[config.mk]
export PLATFORM = sky130hd
export DESIGN_NAME = fetch_unit
export DESIGN_NICKNAME = d
export VERILOG_FILES = /design/src/rtl/fetch_unit_pkg.sv /design/src/rtl/fetch_buffer.sv /design/src/rtl/fetch_unit.sv
export SDC_FILE = /design/constraint.sdc
export NUM_CORES = 1
export LEC_CHECK = 0
export CAP_MARGIN = 20
export CORE_MARGIN = 2
export CORE_UTILIZATION = 54
export DETAILED_ROUTE_END_ITERATION = 10
export PLACE_DENSITY = 0.77
export SLEW_MARGIN = 20
export SYNTH_ARGS = -nofsm -noshare
export SYNTH_HDL_FRONTEND = slang
export SYNTH_SLANG_ARGS = --single-unit
[constraint.sdc]
create_clock -name clk -period 6.08 [get_ports clk]
set_input_delay 1.824 -clock clk [delete_from_list [all_inputs] [get_ports clk]]
set_output_delay 1.824 -clock clk [all_outputs]
set_load 0.01 [all_outputs]
[src/rtl/fetch_unit_pkg.sv]
`default_nettype none
// ============================================================================
// Module   : fetch_unit_pkg
// Brief    : Shared widths, bubble word, reset PC and buffer entry type.
// Revision : 1.0 - initial release
// ============================================================================
package fetch_unit_pkg;

    localparam int c_ADDR_WIDTH  = 32;
    localparam int c_INSTR_WIDTH = 32;

    localparam logic [c_INSTR_WIDTH-1:0] c_NOP_INSTR = 32'h0000_0013;
    localparam logic [c_ADDR_WIDTH-1:0]  c_RESET_PC  = 32'h0000_0000;

    typedef struct packed {
        logic [c_ADDR_WIDTH-1:0]  pc;
        logic [c_INSTR_WIDTH-1:0] instr;
    } fetch_entry_t;

endpackage
`default_nettype wire

[src/rtl/fetch_buffer.sv]
`default_nettype none
// ============================================================================
// Module   : fetch_buffer
// Brief    : Two-entry {PC,instr} FIFO between memory responses and decode.
// Revision : 1.0 - initial release
// ============================================================================
module fetch_buffer
    import fetch_unit_pkg::*;
(
    input  logic         clk,
    input  logic         reset,
    input  logic         push,
    input  logic         pop,
    input  logic         clear,
    input  fetch_entry_t push_data,
    output logic         full,
    output logic         empty,
    output fetch_entry_t head
);

    fetch_entry_t r_mem [2];
    logic         r_wr_ptr;
    logic         r_rd_ptr;
    logic [1:0]   r_count;

    always_ff @(posedge clk) begin
        if (reset || clear) begin
            r_wr_ptr <= 1'b0;
            r_rd_ptr <= 1'b0;
            r_count  <= 2'd0;
        end else begin
            if (push) begin
                r_wr_ptr <= ~r_wr_ptr;
            end
            if (pop) begin
                r_rd_ptr <= ~r_rd_ptr;
            end
            case ({push, pop})
                2'b10:   r_count <= r_count + 2'd1;
                2'b01:   r_count <= r_count - 2'd1;
                default: r_count <= r_count;
            endcase
        end
    end

    // Storage needs no reset; occupancy alone decides what is valid.
    always_ff @(posedge clk) begin
        if (push) begin
            r_mem[r_wr_ptr] <= push_data;
        end
    end

    assign head  = r_mem[r_rd_ptr];
    assign full  = (r_count == 2'd2);
    assign empty = (r_count == 2'd0);

endmodule
`default_nettype wire

[src/rtl/fetch_unit.sv]
`default_nettype none
// ============================================================================
// Module   : fetch_unit
// Brief    : In-order instruction fetch with 2-deep buffer and redirect drop.
// Revision : 1.0 - initial release
// ============================================================================
module fetch_unit
    import fetch_unit_pkg::*;
#(
    parameter logic [c_ADDR_WIDTH-1:0]  RESET_PC  = c_RESET_PC,
    parameter logic [c_INSTR_WIDTH-1:0] NOP_INSTR = c_NOP_INSTR
) (
    input  logic                     clk,
    input  logic                     reset,
    input  logic                     hazard,
    input  logic                     pcWriteEnable,
    input  logic [c_ADDR_WIDTH-1:0]  pcWriteData,
    output logic                     imemReq,
    output logic [c_ADDR_WIDTH-1:0]  imemAddr,
    input  logic                     imemReady,
    input  logic                     imemValid,
    input  logic [c_INSTR_WIDTH-1:0] imemData,
    output logic [c_ADDR_WIDTH-1:0]  PC,
    output logic [c_INSTR_WIDTH-1:0] instr,
    output logic                     flush
);

    logic [c_ADDR_WIDTH-1:0]  r_fpc;
    logic [c_ADDR_WIDTH-1:0]  r_rpc;
    logic [1:0]               r_out;
    logic [1:0]               r_drop;
    logic [c_ADDR_WIDTH-1:0]  r_pc;
    logic [c_INSTR_WIDTH-1:0] r_instr;
    logic                     r_flush;

    logic                     w_full;
    logic                     w_empty;
    fetch_entry_t             w_head;
    fetch_entry_t             w_push_data;
    logic [1:0]               w_occ;
    logic [2:0]               w_load;
    logic                     w_acc;
    logic                     w_rsp_drop;
    logic                     w_push;
    logic                     w_pop;
    logic [1:0]               w_out_after_rsp;
    logic [c_ADDR_WIDTH-1:0]  w_target;

    assign w_occ    = {w_full, ~w_full & ~w_empty};
    assign w_load   = {1'b0, r_out} + {1'b0, w_occ};
    assign imemReq  = ~reset & ~pcWriteEnable & (w_load < 3'd2);
    assign imemAddr = r_fpc;
    assign w_acc    = imemReq & imemReady;

    assign w_rsp_drop      = imemValid & (r_drop != 2'd0);
    assign w_push          = imemValid & ~w_rsp_drop & ~pcWriteEnable & ~reset;
    assign w_pop           = ~hazard & ~pcWriteEnable & ~w_empty;
    assign w_out_after_rsp = r_out - {1'b0, imemValid};
    assign w_target        = pcWriteData & ~32'h0000_0003;

    // r_rpc tracks the address of the next response that will be kept.
    assign w_push_data.pc    = r_rpc;
    assign w_push_data.instr = imemData;

    fetch_buffer u_buffer (
        .clk       (clk),
        .reset     (reset),
        .push      (w_push),
        .pop       (w_pop),
        .clear     (pcWriteEnable),
        .push_data (w_push_data),
        .full      (w_full),
        .empty     (w_empty),
        .head      (w_head)
    );

    always_ff @(posedge clk) begin
        if (reset) begin
            r_fpc   <= RESET_PC;
            r_rpc   <= RESET_PC;
            r_out   <= 2'd0;
            r_drop  <= 2'd0;
            r_pc    <= RESET_PC;
            r_instr <= NOP_INSTR;
            r_flush <= 1'b0;
        end else begin
            r_flush <= pcWriteEnable;
            r_out   <= w_out_after_rsp + {1'b0, w_acc};
            if (pcWriteEnable) begin
                r_fpc   <= w_target;
                r_rpc   <= w_target;
                r_drop  <= w_out_after_rsp;
                r_instr <= NOP_INSTR;
            end else begin
                if (w_acc) begin
                    r_fpc <= r_fpc + 32'd4;
                end
                if (w_push) begin
                    r_rpc <= r_rpc + 32'd4;
                end
                if (w_rsp_drop) begin
                    r_drop <= r_drop - 2'd1;
                end
                if (!hazard) begin
                    if (!w_empty) begin
                        r_pc    <= w_head.pc;
                        r_instr <= w_head.instr;
                    end else begin
                        r_instr <= NOP_INSTR;
                    end
                end
            end
        end
    end

    assign PC    = r_pc;
    assign instr = r_instr;
    assign flush = r_flush;

endmodule
`default_nettype wire

# Yosys cells after proc, flatten, opt, wreduce, memory -nomap -nowiden
# Memories as Yosys holds them, arrays and structs flattened. A register that Yosys moved wholly into a read port is not among the register bits.
# Cells that the tools add are included.
# op_classes
eq_ne,3
muxes,12
magnitude_cmp,1
add_sub_neg,8
bitwise_logic,18
reduce_logical,9
# op_table
op,count
$mux W32,5
$add A32 B3 Y32 const B,2
$and A1 B1 Y1,10
$reduce_bool A2 Y1,5
$not A1 Y1,8
$eq A2 B2 Y1 const B,2
$mux W1,4
$mux W2,2
$pmux W2 S2,1
$sub A2 B1 Y2 const B,2
$add A2 B2 Y3,1
$lt A3 B2 Y1 const B,1
$reduce_and A3 Y1,1
$add A2 B1 Y2,1
$add A2 B1 Y2 const B,1
$eq A2 B1 Y1 const B,1
$logic_not A2 Y1,1
$reduce_or A2 Y1,1
$sub A2 B1 Y2,1
$logic_or A1 B1 Y1,1
# word_totals
mem_bits_rw,128
output_inout_bits,98
n_memories,1
inputBits,70
word_cells,64
register_bits,137
# mem_list
memory,depth,width,read_ports,rd_ports_with_merged_regs,wr,line_no,source
u_buffer.r_mem,2,64,1,1,1,fetch_buffer.sv:21,fetch_entry_t r_mem [2];

# Depth between registers and ports, before layout
# Gate-level depths: netlist (run 1).
# logic_depth
ltp_word,9
depth_mapped,9
mapped_depth_nobuf,8

# By module
# A second synthesis (run 1) with hierarchy kept.
# unflattened
cells_unflattened,907
area_unflattened_um2,10528.8
# by_module_without_submodules
mod,seq_area_each_um2,cells_per_inst,instances,area_per_inst_um2
fetch_unit,2582.5,686,1,5716.7
fetch_buffer,3943.8,221,1,4812.1

# Least setup slack after synthesis (run 1)
# Ideal clock, no wire load.
# synth_path
path_kind,input -> register
startpoint,in reset
endpoint,mem u_buffer.r_mem[0][0] (netlist name) (enable)
setup_ns,0.482
t_required_ns,5.598
setup_slack_ns,0.565
path_stages,4
n_path_buf,1
t_arrival_ns,5.032
cell_sequence,nor4bb_1 clkbuf_1 inv_1 nor2_1
# synth_via
elab_chain_len,4
# synth_rtl
item,line_no,source
from (decl),fetch_unit.sv:14,"input logic reset,"
$not A1 Y1,fetch_unit.sv:56,assign w_push = imemValid & ~w_rsp_drop & ~pcWriteEnable & ~reset;
$and A1 B1 Y1,fetch_unit.sv:56,
$mux W1,fetch_buffer.sv:48,if (push) begin
$mux W1 (not written as such),fetch_buffer.sv:49,r_mem[r_wr_ptr] <= push_data;
to (decl),fetch_buffer.sv:21,
# No other way between the ends.

# Worst setup path in the final report (run 1)
# layout_path
startpoint,in pcWriteEnable
endpoint,out imemReq
# layout_via
elab_chain_len,3
# layout_rtl
item,line_no,source
from (decl),fetch_unit.sv:16,"input logic pcWriteEnable,"
$not A1 Y1 (no line),n/a,
$and A1 B1 Y1 (2 in series),fetch_unit.sv:51,assign imemReq = ~reset & ~pcWriteEnable & (w_load < 3'd2);
to (decl),fetch_unit.sv:18,"output logic imemReq,"
# No other way between the ends.

==> results of run 1 <==
-- metal layers --
layer | global-route usage [%] | up-vias | share of wire [%]
li1 | - | 3790 | -
met1 | 31.8 | 3716 | 42
met2 | 37.6 | 385 | 46
met3 | 4.67 | 48 | 9.4
met4 | 6.71 | 2 | 2.3
met5 | 0 | - | 0.037
-- worst min-delay path: stages (launching register included) --
cell	delay (ns)
dfxtp_1	0.32
a21oi_1	0.06
nor2_1	0.07
-- final timing paths --
check / from / end
worst min-delay path: instr[25] / instr[25]
worst max register to register: u_buffer.r_count[1] / imemAddr[24]
worst min register to register: instr[25] / instr[25]
worst max-delay path: pcWriteEnable / imemReq
-- power by group --
group / internal, mW / leakage (nW) / switching [mW]
logic: 0.138 / 1.64 / 0.142
clock network: 0.911 / 0.408 / 0.619
registers: 1.87 / 2.21 / 0.0655
-- final cells by class --
cell class / count / area (um2) / area share [%]
Clock buffer: 44 / 820 / 6.18
Clock inverter: 4 / 20.0 / 0.151
Inverter: 24 / 90.1 / 0.680
Multi-Input combinational cell: 601 / 3910 / 29.5
Sequential cell: 256 / 6370 / 48.1
Tap cell: 265 / 332 / 2.50
Timing Repair Buffer: 174 / 1720 / 12.9
-- cells in the final DEF (no fill, tap or decap), drive strengths merged, types with 10 or more instances in the layout --
master         count
clkbuf            44
nor2             117
xnor2             19
or4               17
o31a              11
buf               14
a21oi             49
and4              10
a21boi            14
nand4             28
nor3              15
nand3             25
a31oi             11
mux2i             60
a211oi            39
and3              13
nand2             35
edfxtp           124
clkdlybuf4s50    160
inv               24
dfxtp            132
nor4              16
-- logic make-up after synthesis --
logic type	synth area share [%]
AO/OA/AOI/OAI	11.8
buffers and inverters	3.04
XOR/XNOR	2.32
adder cells (fa/ha/maj)	0.900
other	0.0355
AND/OR/NAND/NOR	15.7
flip-flops	60.3
multiplexers	6.00
-- metrics by stage --
step                power, mW  setup slack [ns]  area (um2)
floorplan                2.10             0.565       10600
global placement         2.24              1.07       12400
detailed placement       2.25              1.08       12400
CTS                      3.77              1.06       13300
global route             3.87              1.03       13300
finish                   3.74              1.08       13300
-- registers in the layout, summed over array words and instances (netlist names), named ones only --
| name | cells |
|---|---|
| u_buffer.r_count | 2 |
| flush | 1 |
| u_buffer.r_rd_ptr | 1 |
| u_buffer.r_wr_ptr | 1 |
| imemAddr | 30 |
| u_buffer.r_mem | 124 |
| PC | 30 |
| r_drop | 2 |
| r_rpc | 30 |
| instr | 32 |
| r_out | 2 |
==> out/results.txt, run 1 <==
outcome = finished, final reports clean
Detail Route Antenna Nets = 0
CP most frequent cell = clkdlybuf4s50_1
total CTS buffers = 26
Most used DFF post-synth = dfxtp_1
Die W = 144 um
Fillers = 1466
total wire length = 24500 um
clock latency at the later pin of the worst-skew pair = 0.51 ns
CP peak stage delay = 0.57 ns
post-synth top area cell = edfxtp_1
flop-to-flop setup slack = 2.82 ns
Placer Congestion = 0.895
Max H-tree Level = 1
Static Leakage = 4.26 nW
final core utilization = 68.6%
Buf/Inv on CP = 2
post-cts resize count = 0
Post-CTS Setup Bufs = 0
share of cells above drive strength 1 = 5.89%
Peak VDD IR = 204 uV
DRT iter0 DRCs = 515
Post-synth top cells = 132 x dfxtp_1, 124 x edfxtp_1, 117 x nor2_1
Tmin final = 5.00 ns
WP depth = 4
EDFF count, synth = 124
skew final = 0.00755 ns
max-slew violation count = 0
Cell variety after synth = 59
ys async rst share = 0%
Layout Nets = 1160
synthesized flop and latch total = 256
CTS tree = built
Synth-to-Final Area Change = 25.5%
DRC Markers = 0
Worst-path clk slew = 0.06 ns
most common cell in the netlist = dfxtp_1
initial core utilization = 54.6%
largest cells by area after synthesis = edfxtp_1 35%, dfxtp_1 25%, mux2i_1 5.7%, nor2_1 4.2%, a211oi_1 2.8%
share of the synthesized area in the top cell type = 35.2%
CP Cell Sequence = clkdlybuf4s50_1 -> or2_1 -> nor3_1 -> clkdlybuf4s50_1
die height = 144 um
critical path fanouts, max = 2
Final Non-Filler Cells = 1368
unrepaired setup endpoints after global routing = no
DP Cell Count = 1320
Slew headroom = 27.6%
Sink Count = 256
vias in the first global route = 7320
P per Cell Area = 282 nW/um2
Arrival @ worst endpoint = 3.17 ns
CP max-delay cell = clkdlybuf4s50_1
WHS = 0.484 ns
WS Path Type = in2out
Worst R2R Path Depth = 6
sequential fraction of the synthesis area = 60.3%
Hold/Removal Path Class = reg2reg
setup_tns = 0 ns
crit share post-route = 82.2%
Slew @ Worst Pin = 1.09 ns
Max-Cap Viols = 0
final setup vio count = 0
Post-Syn Instances = 935
Antenna diodes = 0
Total GRT Usage = 23.2%
Final Hold Vio Count = 0
IO Port Bufs = 161
cell area after synthesis = 10600 um2
CTS Root Cell = clkbuf_16
first-pass GRT wire length = 38000 um
FMAX = 0.200 GHz
post-DR vias/cell = 5.80
Critical Path Sink Type = output pin
cell row count = 51
startpoint class of the critical path = primary input
critical path data required time = 4.26 ns
WL/cell = 17.9 um
Yosys warnings = 0
Pre-Repair DR Iteration Count = 5
hold path depth = 2
vias = 7941
Hold-fix buffers, CTS = 0
Syn Area/Cell = 11.3 um2
pin count of the biggest net entering global routing = 79
DPL Wire Length = 16100 um
die area = 20700 um2
CTS max path bufs = 3
Crit path max-delay family = buffers and inverters
initial antenna violation count = 1
Ports = 168
GRT overflow = 0
core outline area = 19300 um2
Power figures use the tool's default switching activity.
==> run 2, diff against run 1 <==
CORE_UTILIZATION = 48   (was 54)
PLACE_DENSITY = 0.73   (was 0.77)
clock period = 4.5 ns   (was 6.08 ns; I/O delays follow)
==> run 2 against run 1 <==
Against the previous run:
- sequential cell count did not move
- die area grew 12%
- core utilization down 7.5 points
- first-iteration DRC count grew 6.8%
- critical path type is now reg2out
==> out/results.txt, run 2 (synthesized netlist as in run 1, its figures left out) <==
outcome = finished, final reports clean
vias = 7948 (+0.088%)
die area = 23200 um2 (+12%)
Critical Path Sink Type = output pin
Max H-tree Level = 1 (unchanged)
pin count of the biggest net entering global routing = 79 (unchanged)
Sink Count = 256 (unchanged)
Max-Cap Viols = 0 (unchanged)
Reg-to-Reg Start = u_buffer.r_count[1]
hold path depth = 2 (unchanged)
FMAX = 0.267 GHz
most frequent cells in the layout = 159 x clkdlybuf4s50_1, 131 x dfxtp_1, 124 x edfxtp_1
Placer Congestion = 0.919 (+2.7%)
Worst R2R Path Depth = 6 (unchanged)
Largest register FFs = 124 (unchanged)
setup_tns = 0 ns (unchanged)
met2 WL = 11300 um (about the same)
DRT iter0 DRCs = 550 (+6.8%)
CTS tree = built
Hold-fix buffers, CTS = 0 (unchanged)
vias in the first global route = 7458 (+1.9%)
GRT overflow = 0 (unchanged)
DPL Wire Length = 16200 um (+0.70%)
IO Port Bufs = 161 (unchanged)
initial antenna violation count = 0 (-1)
DP Cell Count = 1335 (+1.1%)
first-pass GRT wire length = 39600 um (+4.3%)
final setup vio count = 0 (unchanged)
Static Leakage = 4.25 nW (-0.30%)
Final Hold Vio Count = 0 (unchanged)
clock latency at the later pin of the worst-skew pair = 0.52 ns (about the same)
critical path data required time = 3.15 ns (-1.11 ns)
HP Start = instr[8]
DRC Markers = 0 (unchanged)
initial core utilization = 48.7% (-5.9 points)
top routing layer used = met4
met3 WL = 1800 um (-22%)
Antenna diodes = 0 (unchanged)
Synth-to-Final Area Change = 25.4% (about the same)
Peak VDD IR = 233 uV (+14%)
CP max-delay cell = clkdlybuf4s50_1
Ports = 168 (unchanged)
WS Path Type = reg2out
P per Cell Area = 380 nW/um2 (+34%)
CP peak stage delay = 0.56 ns (about the same)
CTS max path bufs = 3 (unchanged)
WL/cell = 18.1 um (+1.1%)
crit path from = u_buffer.r_count[1]
Total GRT Usage = 20.9% (-2.3 points)
WHS Endpoint = instr[8]
Arrival @ worst endpoint = 2.40 ns (-0.77 ns)
CTS Root Cell = clkbuf_16
crit share post-route = 83.4%
Hold/Removal Path Class = reg2reg
post-DR vias/cell = 5.75 (-1.0%)
Tmin final = 3.75 ns
Largest Register = u_buffer.r_mem
total CTS buffers = 26 (unchanged)
Detail Route Antenna Nets = 0 (unchanged)
post-cts resize count = 0 (unchanged)
Final Non-Filler Cells = 1383 (+1.1%)
skew final = 0.00907 ns (+0.00152 ns)
cell row count = 54 (+5.9%)
flop-to-flop setup slack = 1.42 ns (-1.40 ns)
max-slew violation count = 0 (unchanged)
M1 WL = 11500 um (+10%)
Die W = 152 um (+5.9%)
total wire length = 25100 um (+2.2%)
commonest non-fill, non-tap cell in the layout = clkdlybuf4s50_1
Slew headroom = 26.2% (-1.4 points)
Worst-path clk slew = 0.05 ns (about the same)
reg-to-reg endpoint = imemAddr[24]
Layout Nets = 1160 (unchanged)
share of cells above drive strength 1 = 5.71% (-0.18 points)
Pre-Repair DR Iteration Count = 6 (+1)
die height = 152 um (+5.9%)
Post-CTS Setup Bufs = 0 (unchanged)
core outline area = 21700 um2 (+12%)
unrepaired setup endpoints after global routing = no
critical path fanouts, max = 4 (+2)
Slew @ Worst Pin = 1.11 ns (+0.0207 ns)
startpoint class of the critical path = flip-flop
CP Cell Sequence = nor2b_1 -> fa_1 -> nor3_1 -> clkdlybuf4s50_1
-- run 2: cell count changes in the layout (fill, tap and decap cells not counted) --
cell             previous run  this run
buf_12                      1         2
buf_2                       1         2
buf_4                      12        11
bufinv_16                   0         1
clkbuf_1                    9        14
clkbuf_8                    8         2
clkdlybuf4s50_1           160       159
clkinv_1                    2         0
clkinv_2                    1         4
clkinvlp_4                  1         0
-- run 2: how the worst max path moves through the flow --
stage                           end  slack (ns)
2_1_floorplan  u_buffer.r_mem[0][0]        0.50
3_3_place_gp                imemReq        0.72
3_5_place_dp                imemReq        0.73
4_1_cts                     imemReq        0.74
5_1_grt                     imemReq        0.61
6_report                    imemReq        0.75
-- run 2: final cells by class --
class / instances / area [um2]
fill: 1760 / 8440
sequential: 256 / 6370
multi-input combinational: 601 / 3910
timing repair buffer: 174 / 1720
clock buffer: 43 / 756
tap: 280 / 350
inverter: 24 / 90.1
clock inverter: 5 / 50.0
-- run 2: layer usage --
metal  global-route usage (%)  vias to the layer above
met5                        0                        -
met4                     6.01                        0
met3                     3.41                       44
met2                     32.4                      325
met1                     30.4                     3791
li1                         -                     3788
-- run 2: report_power, final --
part,internal [mW],total [mW],switching (mW),leakage [nW]
logic,0.187,0.382,0.195,1.64
clock network,1.20,2.04,0.838,0.393
registers,2.52,2.61,0.0882,2.21
total,3.91,5.03,1.12,4.25
-- run 2: through the flow --
step	utilization (%)	power, mW	cell area [um2]	setup slack (ns)	hold slack, ns
after floorplan	-	2.84	10600	0.499	0.448
after CTS	61.1	5.07	13200	0.737	0.488
after detailed placement	57.4	3.04	12400	0.728	0.475
after global placement	57.4	3.03	12400	0.724	0.460
after global routing	61.1	5.21	13200	0.608	0.509
final	61.1	5.03	13200	0.749	0.486
-- run 2: critical path: cells and delay by family (launching register included) --
kind | cells | cell delay [ns]
AND/OR/NAND/NOR | 2 | 0.41
adder cells (fa/ha/maj) | 1 | 0.53
flip-flops | 1 | 0.38
buffers and inverters | 1 | 0.56
==> run 3, diff against run 2 <==
CORE_UTILIZATION = 54   (was 48)
PLACE_DENSITY = 0.77   (was 0.73)
clock period = 3.8 ns   (was 4.5 ns; I/O delays follow)
==> run 3 against run 2 <==
Against the previous run:
- cell area up 0.66%
- first-iteration DRC count up 14%
- power up 20%
- via count up 0.99%
==> out/results.txt, run 3 (synthesized netlist as in run 1, its figures left out) <==
pin count of the biggest net entering global routing = 78 (-1.3%)
first-pass GRT wire length = 38500 um (-2.7%)
crit share post-route = 96.2%
vias in the first global route = 7578 (+1.6%)
Crit path max-delay family = buffers and inverters
Buf/Inv on CP = 2 (+1)
die height = 144 um (-5.6%)
cell row count = 51 (-5.6%)
HP Start = instr[9]
unrepaired setup endpoints after global routing = no
Placer Congestion = 0.901 (-2.0%)
total CTS buffers = 26 (unchanged)
Placed Area = 12500 um2 (+0.45%)
GRT overflow = 0 (unchanged)
CTS tree = built
dpl ws = 0.102 ns (-0.626 ns)
Synth-to-Final Area Change = 26.2%
Final WS setup = 0.144 ns (-0.605 ns)
commonest non-fill, non-tap cell in the layout = clkdlybuf4s50_1
Die W = 144 um (-5.6%)
Critical Path Sink Type = output pin
vias = 8027 (+0.99%)
max-slew violation count = 0 (unchanged)
Sink Count = 256 (unchanged)
core outline area = 19300 um2 (-11%)
Worst-path clk slew = 0.06 ns (about the same)
IO Port Bufs = 161 (unchanged)
clock latency at the later pin of the worst-skew pair = 0.52 ns (about the same)
Peak VDD IR = 257 uV (+10%)
DRT iter0 DRCs = 627 (+14%)
hold path depth = 2 (unchanged)
CP max-delay cell = clkdlybuf4s50_1
critical path fanouts, max = 2 (-2)
Detail Route Antenna Nets = 0 (unchanged)
Fillers = 1438 (-18%)
initial antenna violation count = 0 (unchanged)
WL/cell = 18.1 um (-0.28%)
Tmin final = 3.66 ns
Final Hold Vio Count = 0 (unchanged)
WS Path Type = in2out
WP depth = 4 (unchanged)
CTS Root Cell = clkbuf_16
CP Cell Sequence = clkdlybuf4s50_1 -> or2_1 -> nor3_1 -> clkdlybuf4s50_1
Layout Nets = 1166 (+0.52%)
Post-CTS Setup Bufs = 0 (unchanged)
total wire length = 24800 um (-0.93%)
share of cells above drive strength 1 = 6.31% (+0.60 points)
Psw = 1.34 mW (+19%)
Static Leakage = 4.30 nW (+1.2%)
final setup vio count = 0 (unchanged)
Largest Register = u_buffer.r_mem
Reg-to-Reg Start = u_buffer.r_count[0]
outcome = finished, final reports clean
Largest register FFs = 124 (unchanged)
initial core utilization = 54.6% (+5.9 points)
Antenna diodes = 0 (unchanged)
FMAX = 0.274 GHz
CP peak stage delay = 0.57 ns (about the same)
Ports = 168 (unchanged)
setup_tns = 0 ns (unchanged)
Slew headroom = 26.4% (+0.16 points)
critical path data required time = 2.66 ns (-0.49 ns)
P per Cell Area = 452 nW/um2 (+19%)
Pint = 4.69 mW (+20%)
skew final = 0.0123 ns (+0.00326 ns)
Total GRT Usage = 23.5% (+2.7 points)
CP most frequent cell = clkdlybuf4s50_1
crit path from = pcWriteEnable
Arrival @ worst endpoint = 2.52 ns (+0.12 ns)
Slew @ Worst Pin = 1.10 ns (-0.00245 ns)
CTS max path bufs = 3 (unchanged)
most frequent cells in the layout = 160 x clkdlybuf4s50_1, 131 x dfxtp_1, 124 x edfxtp_1
Max H-tree Level = 1 (unchanged)
combinational share of power = 7.6% (about the same)
Worst R2R Path Depth = 6 (unchanged)
die area = 20700 um2 (-11%)
post-DR vias/cell = 5.84 (+1.7%)
Max-Cap Viols = 0 (unchanged)
Pre-Repair DR Iteration Count = 6 (unchanged)
startpoint class of the critical path = primary input
Clock power frac = 41.1% (+0.6 points)
Hold/Removal Path Class = reg2reg
DRC Markers = 0 (unchanged)
design area = 13300 um2 (+0.66%)
Sw Share = 22.2% (-0.093 points)
Seq pwr share = 51.3% (-0.6 points)
DPL Wire Length = 16300 um (+0.66%)
-- run 3: changes by cell type in the layout (fill, tap and decap cells not counted), moves of 2 or more --
cell      delta
clkbuf_1     -5
buf_12       +2
buf_4        +4
clkinv_1     +4
-- run 3: what timing repair did --
item / CTS / global route
endpoints found under the setup margin: 0 / 1
gates resized for setup: 0 / 1
hold buffers: 0 / 0
-- run 3: worst reg2reg max path: cells and delay by family (launching register included) --
family,cells,cell delay (ns)
adder cells (fa/ha/maj),1,0.50
flip-flops,1,0.49
AO/OA/AOI/OAI,1,0.17
AND/OR/NAND/NOR,4,1.61
-- run 3: cell type report --
cell class | count | area (um2) | area share [%]
inverters | 24 | 90.1 | 0.675
multi-input cells | 601 | 3910 | 29.3
repair buffers | 180 | 1800 | 13.5
flip-flops and latches | 256 | 6370 | 47.8
well taps | 265 | 332 | 2.49
clock buffers | 38 | 737 | 5.53
clock inverters | 10 | 97.6 | 0.732
-- run 3: path summary, 6_finish.rpt --
| kind | endpoint | slack, ns |
|---|---|---|
| max | imemReq | 0.14 |
| min | instr[9] | 0.49 |
| max reg2reg | imemAddr[24] | 0.97 |
| min reg2reg | instr[9] | 0.49 |
-- run 3: power groups by stage --
stage | sequential [mW] | clock (mW) | combinational, mW
5_1_grt | 3.11 | 2.64 | 0.494
4_1_cts | 3.09 | 2.52 | 0.456
2_1_floorplan | 3.13 | 0 | 0.232
3_5_place_dp | 3.15 | 0 | 0.453
6_report | 3.10 | 2.48 | 0.456
3_3_place_gp | 3.15 | 0 | 0.445
-- run 3: stage by stage --
step	utilization, %	power, mW	hold WS, ns	instances
2_1_floorplan	-	3.36	0.448	938
3_3_place_gp	64.6	3.59	0.465	1326
3_5_place_dp	64.6	3.60	0.473	1326
4_1_cts	69.0	6.07	0.489	1374
5_1_grt	69.0	6.24	0.508	1374
6_report	69.0	6.03	0.487	1374
-- run 3: routing by layer --
metal	global-route usage [%]	vias up	routed length, um
li1	-	3811	-
met1	31.9	3763	10500
met2	38.6	396	11300
met3	3.97	57	2300
met4	8.00	0	694
met5	0	-	0
